### src/rtl/word_byte_serializer_pkg.sv
// rtl/word_byte_serializer_pkg.sv - shared types, size codes and helpers for the byte store engine.
// Size 2'b11 is folded into the word case everywhere.
package store_pkg;

  typedef enum logic [1:0] {
    IDLE = 2'd0,
    SEND = 2'd1,
    DONE = 2'd2
  } state_t;

  localparam logic [1:0] SIZE_B = 2'b00;
  localparam logic [1:0] SIZE_H = 2'b01;
  localparam logic [1:0] SIZE_W = 2'b10;

  function automatic logic [2:0] size_bytes(input logic [1:0] size);
    case (size)
      SIZE_B:  return 3'd1;
      SIZE_H:  return 3'd2;
      default: return 3'd4;
    endcase
  endfunction

  // Left-justify the bytes to send so the first one sits in [31:24].
  function automatic logic [31:0] size_align(input logic [1:0] size, input logic [31:0] word);
    case (size)
      SIZE_B:  return {word[7:0], 24'h000000};
      SIZE_H:  return {word[15:0], 16'h0000};
      default: return word;
    endcase
  endfunction

endpackage

### src/rtl/word_byte_serializer_if.sv
// rtl/word_byte_serializer_if.sv - store request and byte memory port bundle.
// The slave modport is the serializer; the master modport is the control unit / memory side.
interface word_byte_serializer_if;
  logic        i_start;
  logic [1:0]  i_size;
  logic [31:0] i_word;
  logic [31:0] i_base_addr;
  logic        i_mem_ready;
  logic        o_mem_write;
  logic [31:0] o_mem_addr;
  logic [7:0]  o_mem_data;
  logic        o_busy;
  logic        o_done;

  modport slave (
    input  i_start, i_size, i_word, i_base_addr, i_mem_ready,
    output o_mem_write, o_mem_addr, o_mem_data, o_busy, o_done
  );

  modport master (
    output i_start, i_size, i_word, i_base_addr, i_mem_ready,
    input  o_mem_write, o_mem_addr, o_mem_data, o_busy, o_done
  );
endinterface

### src/rtl/word_byte_serializer_byte_shift_out.sv
// rtl/word_byte_serializer_byte_shift_out.sv - 32-bit shift-left-by-8 register with parallel load.
// Counterpart of the register's shift-load path: the top byte leaves first.
module byte_shift_out (
  input  logic        i_clk,
  input  logic        i_rst,
  input  logic        i_load,
  input  logic [31:0] i_data,
  input  logic        i_shift,
  output logic [7:0]  o_byte
);

  logic [31:0] r_shift;

  always_ff @(posedge i_clk) begin
    if (i_rst) begin
      r_shift <= 32'h0;
    end else if (i_load) begin
      r_shift <= i_data;
    end else if (i_shift) begin
      r_shift <= {r_shift[23:0], 8'h00};
    end
  end

  assign o_byte = r_shift[31:24];

endmodule

### src/rtl/word_byte_serializer.sv
// rtl/word_byte_serializer.sv - splits a captured word into 1/2/4 bytes written MSB-first at rising addresses.
// Outputs are decoded from state so IDLE and DONE never show stale address or data.
module word_byte_serializer
  import store_pkg::*;
(
  input  logic                  i_clk,
  input  logic                  i_rst,
  word_byte_serializer_if.slave bus
);

  state_t      r_state;
  state_t      w_next_state;
  logic [31:0] r_addr;
  logic [2:0]  r_count;
  logic        w_load;
  logic        w_handshake;
  logic [7:0]  w_byte;
  logic        w_mem_write;
  logic [31:0] w_mem_addr;
  logic [7:0]  w_mem_data;
  logic        w_busy;
  logic        w_done;

  byte_shift_out u_shift (
    .i_clk  (i_clk),
    .i_rst  (i_rst),
    .i_load (w_load),
    .i_data (size_align(bus.i_size, bus.i_word)),
    .i_shift(w_handshake),
    .o_byte (w_byte)
  );

  always_ff @(posedge i_clk) begin
    if (i_rst) begin
      r_state <= IDLE;
      r_addr  <= 32'h0;
      r_count <= 3'd0;
    end else begin
      r_state <= w_next_state;
      if (w_load) begin
        r_addr  <= bus.i_base_addr;
        r_count <= size_bytes(bus.i_size);
      end else if (w_handshake) begin
        r_addr  <= r_addr + 32'd1;
        r_count <= r_count - 3'd1;
      end
    end
  end

  always_comb begin
    w_next_state = r_state;
    w_load       = 1'b0;
    w_handshake  = 1'b0;
    w_mem_write  = 1'b0;
    w_mem_addr   = 32'h0;
    w_mem_data   = 8'h00;
    w_busy       = 1'b0;
    w_done       = 1'b0;
    case (r_state)
      IDLE: begin
        if (bus.i_start) begin
          w_load       = 1'b1;
          w_next_state = SEND;
        end
      end
      SEND: begin
        w_mem_write = 1'b1;
        w_mem_addr  = r_addr;
        w_mem_data  = w_byte;
        w_busy      = 1'b1;
        w_handshake = bus.i_mem_ready;
        if (bus.i_mem_ready && (r_count == 3'd1)) begin
          w_next_state = DONE;
        end
      end
      DONE: begin
        w_done       = 1'b1;
        w_next_state = IDLE;
      end
      default: w_next_state = IDLE;
    endcase
  end

  assign bus.o_mem_write = w_mem_write;
  assign bus.o_mem_addr  = w_mem_addr;
  assign bus.o_mem_data  = w_mem_data;
  assign bus.o_busy      = w_busy;
  assign bus.o_done      = w_done;

endmodule

### src/flat_wrapper.sv
// flat-port wrapper written by rule: the top's interface ports become plain ports
module word_byte_serializer_flat import store_pkg::*;
  (i_clk, i_rst, bus_i_start, bus_i_size, bus_i_word, bus_i_base_addr, bus_i_mem_ready, bus_o_mem_write, bus_o_mem_addr, bus_o_mem_data, bus_o_busy, bus_o_done);
  word_byte_serializer_if bus_i ();
  input  logic i_clk;
  input  logic i_rst;
  input wire logic [$bits(bus_i.i_start)-1:0] bus_i_start;
  input wire logic [$bits(bus_i.i_size)-1:0] bus_i_size;
  input wire logic [$bits(bus_i.i_word)-1:0] bus_i_word;
  input wire logic [$bits(bus_i.i_base_addr)-1:0] bus_i_base_addr;
  input wire logic [$bits(bus_i.i_mem_ready)-1:0] bus_i_mem_ready;
  output wire logic [$bits(bus_i.o_mem_write)-1:0] bus_o_mem_write;
  output wire logic [$bits(bus_i.o_mem_addr)-1:0] bus_o_mem_addr;
  output wire logic [$bits(bus_i.o_mem_data)-1:0] bus_o_mem_data;
  output wire logic [$bits(bus_i.o_busy)-1:0] bus_o_busy;
  output wire logic [$bits(bus_i.o_done)-1:0] bus_o_done;
  assign bus_i.i_start = bus_i_start;
  assign bus_i.i_size = bus_i_size;
  assign bus_i.i_word = bus_i_word;
  assign bus_i.i_base_addr = bus_i_base_addr;
  assign bus_i.i_mem_ready = bus_i_mem_ready;
  assign bus_o_mem_write = bus_i.o_mem_write;
  assign bus_o_mem_addr = bus_i.o_mem_addr;
  assign bus_o_mem_data = bus_i.o_mem_data;
  assign bus_o_busy = bus_i.o_busy;
  assign bus_o_done = bus_i.o_done;
  word_byte_serializer u_core (.i_clk(i_clk), .i_rst(i_rst), .bus(bus_i));
endmodule
### config.mk
export PLATFORM = sky130hd
export DESIGN_NAME = word_byte_serializer_flat
export DESIGN_NICKNAME = d
export VERILOG_FILES = /design/src/rtl/word_byte_serializer_pkg.sv /design/src/rtl/word_byte_serializer_if.sv /design/src/rtl/word_byte_serializer_byte_shift_out.sv /design/src/rtl/word_byte_serializer.sv /design/src/flat_wrapper.sv
export SDC_FILE = /design/constraint.sdc
export NUM_CORES = 1
export LEC_CHECK = 0
export BUFFER_PORTS_ARGS = -buffer_cell sky130_fd_sc_hd__buf_2
export CAP_MARGIN = 20
export CORE_AREA = 2 2 88 90
export CTS_BUF_LIST = sky130_fd_sc_hd__clkbuf_8
export CTS_CLUSTER_SIZE = 20
export DETAILED_ROUTE_END_ITERATION = 8
export DIE_AREA = 0 0 90 92
export PLACE_DENSITY = 0.82
export RECOVER_POWER = 100
export SLEW_MARGIN = 20
export SYNTH_ARGS = -nofsm -noshare
export SYNTH_HDL_FRONTEND = slang
export SYNTH_SLANG_ARGS = --single-unit
### constraint.sdc
create_clock -name i_clk -period 4.8 [get_ports i_clk]
set_input_delay 0 -clock i_clk [delete_from_list [all_inputs] [get_ports i_clk]]
set_output_delay 0 -clock i_clk [all_outputs]
set_load 0.005 [all_outputs]
==> results.md <==
- Io pins: 113
- Async SR Flop Fraction: 0%
- Synth cell count leaders: 79 x nor2_1, 69 x dfxtp_1, 42 x nand2_1
- Clock network power share: 35.7%
- Die area: 8280 sq um
- TNS Setup: 0 ns
- DRT met1 WL: around 4.9 mm
- Mux cell area share after synthesis: under 10%
- P_sw: between 0.4 and 0.5 mW
- Power, Total: 1.50 mW
- Crit-path max cell delay: about 1.2 ns
- Warnings, synthesis: 0
- Root Buffer Master: clkbuf_8
- Port bufs: 112
- Post-synthesis simple-gate area fraction: 33.7%
- Number of enable flip-flop cells after synthesis: 0
- Sequential share of power: 45.2%
- Pin count of the biggest net entering global routing: 46
- CP Buf/Inv Count: 1
- Adder-Cell Fraction of Synth Area: 0.956%
- Ys flop type: dfxtp_1
- # Max-Cap Violations: 1
- Logic pwr share: a little under a fifth
- Starting Density: 52.7%
- Initial DRC Count: roughly 290
- Kind of cell adding the most delay to the critical path: buffers and inverters
- Clk buf depth: 2
- ANT cells: 0
- Worst Path Max Fanout: 45
- LEAKAGE: between 2 and 2.5 nW
- Worst-path cell chain: nand2b_1 > or2_2 > clkbuf_1 > o221ai_1 > a21oi_1
- Drt total wl: 11.6 mm
- CP Data Arrival Time: 3.45 ns
- Hold Crit Class: input pin to flip-flop
- GRT Residual Overflow: 0
- Yosys cell types: 50
- Area fraction in compound gates after synthesis: between 10% and 20%
- P_int: 1.06 mW
- Max Clock Skew: about 0.011 ns
- Nets: 692
- Multi-input gate area: 2300 sq um
- DP Wirelength: approximately 7.4 mm
- Pins over their slew limit: 38
- Vias after detailed routing: 4,226
- P&R area growth vs syn: 30.0%
- CP required: between 5 and 6 ns
- Largest family of logic cells by synthesized area: simple AND/OR/NAND/NOR gates
- Vias in the first global route: 4,003
- Residual DRC: 0
- Chip height: just over 90 um
- Final setup violation count: 0
- Post-synthesis cell area: 3930 sq um
- Synth top area cells: dfxtp_1 35%, nor2_1 7.6%, and2_1 6.5%
- Cells after synthesis: 485
- Startpoint Class: flip-flop
- Cell taking the most area after synthesis: dfxtp_1
- Slew HR: -2.25%
- Register Area: 1380 sq um
- Most frequent cell after synthesis: nor2_1
- DRT Pass-1 Iters: 5
- Post-CTS Setup Inserts: 0
- Worst Setup End Kind: flip-flop
- Clk pin slew, worst setup/hold paths: 0.08 ns
- Switching Share: between 20 and 30%
- Shortest period the worst path allows: 3.17 ns
- Final Hold Viols: 0
- Share of cells above drive strength 1: 22.1%
- Failing checks: max-capacitance violations, max-slew violations
- # fillers: roughly 600
- Final ANT Viol Nets: 0
- Sequential share of the synthesized area: a little over a third
- GPL Wtd Cong: 0.831
- Pwr dens: 294 nW/um^2
- DR vias/cell: about 5.8
- Max Clk Rate: 315 MHz
- Kind of critical path: flip-flop to flip-flop
- First-pass GRT wire length: 19.0 mm
- Xor/xnor share of the synthesized area: 4.02%
- Clk Latency, worst-skew pair: between 0.3 and 0.4 ns
- Final core utilization: 68.5%
- Row count: 32
- Routed WL per cell: between 15 and 20 um
- Syn Area/Cell: roughly 8 sq um
- Top-area cell type share of the netlist area: 35.2%
- All-Layer GR Usage: 28.1%
- Peak VDD IR: 0.176 mV
- CTS H-tree lvls: 3
- Seq cells post-synth: 69
- Period utilization: 66.1%
- CTS tree: yes
- Core ar.: 7450 sq um
- Clock sink total: 69
- Slowest-stage cell, CP: clkbuf_1
- Post-CTS sizing: 0
- Metal3 WL: 683 um
- Syn Nets: 558
- Initial antenna violation count: 0
- Slew @ Worst Pin: 1.53 ns
- Die width: 90 um
- Total CTS buffers: 9
- Max layer used: met4
- RSZ-0062 raised after global routing: no
- Status: complete, but fails checks
- Met2 wire length: approximately 5.7 mm
- R2r setup slk: 1.63 ns
## layout by cell type, fill, tap and decap left out, types with 3 or more instances in the layout
| master | count |
|---|---|
| a211oi_1 | 31 |
| a21oi_1 | 8 |
| a221oi_1 | 8 |
| a22oi_1 | 9 |
| a311oi_1 | 23 |
| and2_0 | 29 |
| and2_1 | 12 |
| and3_1 | 5 |
| and3_2 | 3 |
| buf_2 | 106 |
| clkbuf_1 | 10 |
| clkbuf_8 | 10 |
| dfxtp_1 | 69 |
| dlygate4sd3_1 | 48 |
| ha_1 | 3 |
| inv_1 | 4 |
| mux2i_1 | 8 |
| nand2_1 | 42 |
| nand3_1 | 22 |
| nand3_2 | 3 |
| nand4_1 | 9 |
| nor2_1 | 79 |
| nor2b_1 | 3 |
| nor4_1 | 13 |
| nor4_4 | 3 |
| o211ai_1 | 3 |
| o21ai_0 | 8 |
| o221ai_1 | 3 |
| xnor2_1 | 5 |
| xor2_1 | 13 |
## cell families (layout without fill, tap and decap cells)
group,count (synthesis),count (layout)
xor gates and xnor gates,18,18
muxes,8,8
adders and majority gates,3,3
DFF,69,69
AOI/OAI and AO/OA,99,99
buffers and inverters,46,185
and+or+nand+nor,242,242
## layout make-up
class | count | share of cell area (%)
sequential | 69 | 27.1
inverter | 4 | 0.294
timing repair buffer | 165 | 20.7
clock inverter | 6 | 1.69
tap | 102 | 2.50
clock buffer | 10 | 2.70
multi-input combinational | 370 | 45.1
## stage by stage
step	instance area [sq um]	hold WS (ns)	setup slack (ns)	std cells
floorplan	3930	0.136	3.09	485
global placement	4470	0.256	2.56	662
detailed placement	4470	0.254	2.44	662
global route	5100	0.0328	1.37	726
CTS	5180	0.00203	2.43	726
finish	5100	0.0170	1.63	726
## routing by layer
| layer | GRT usage, % | vias up |
|---|---|---|
| met5 | 0 | - |
| met3 | 5.01 | 29 |
| met2 | 49.4 | 182 |
| li1 | - | 2034 |
| met4 | 12.2 | 0 |
| met1 | 33.7 | 1981 |
## sequential cells by signal (all words and copies together), names as in the netlist
register / flops
u_core.r_state: 2
u_core.r_addr: 32
u_core.u_shift.r_shift: 32
u_core.r_count: 3
## power by group through the flow
| stage | logic [mW] | registers [mW] | clock network, mW |
|---|---|---|---|
| floorplan | 0.183 | 0.671 | 0 |
| global placement | 0.249 | 0.686 | 0 |
| detailed placement | 0.257 | 0.690 | 0 |
| CTS | 0.288 | 0.676 | 0.539 |
| global route | 0.318 | 0.686 | 0.568 |
| finish | 0.287 | 0.679 | 0.535 |
## worst min-delay path, delay by kind of cell
family / cells / cell delay, ns
buf+inv: 1 / 0.08
simple gates: 1 / 0.16
compound gates: 1 / 0.07
## path summary, 6_finish.rpt
kind	cells past startpoint	from	to
setup / recovery	5	u_core.r_state[0]$_SDFFE_PP0P_	u_core.r_addr[10]$_SDFFE_PP0P_
hold / removal	3	bus_i_word[19]	u_core.u_shift.r_shift[19]$_SDFFE_PP0P_
setup reg to reg	5	u_core.r_state[0]$_SDFFE_PP0P_	u_core.r_addr[10]$_SDFFE_PP0P_
hold reg to reg	1	u_core.r_count[2]$_SDFFE_PP0P_	u_core.r_state[1]$_SDFFE_PP0P_
## what timing repair did
item / CTS / global route
endpoints found under the setup margin: 0 / 0
endpoints found under the hold margin: 48 / 0
hold buffers: 48 / 0
(Power assumes the default switching activity.)
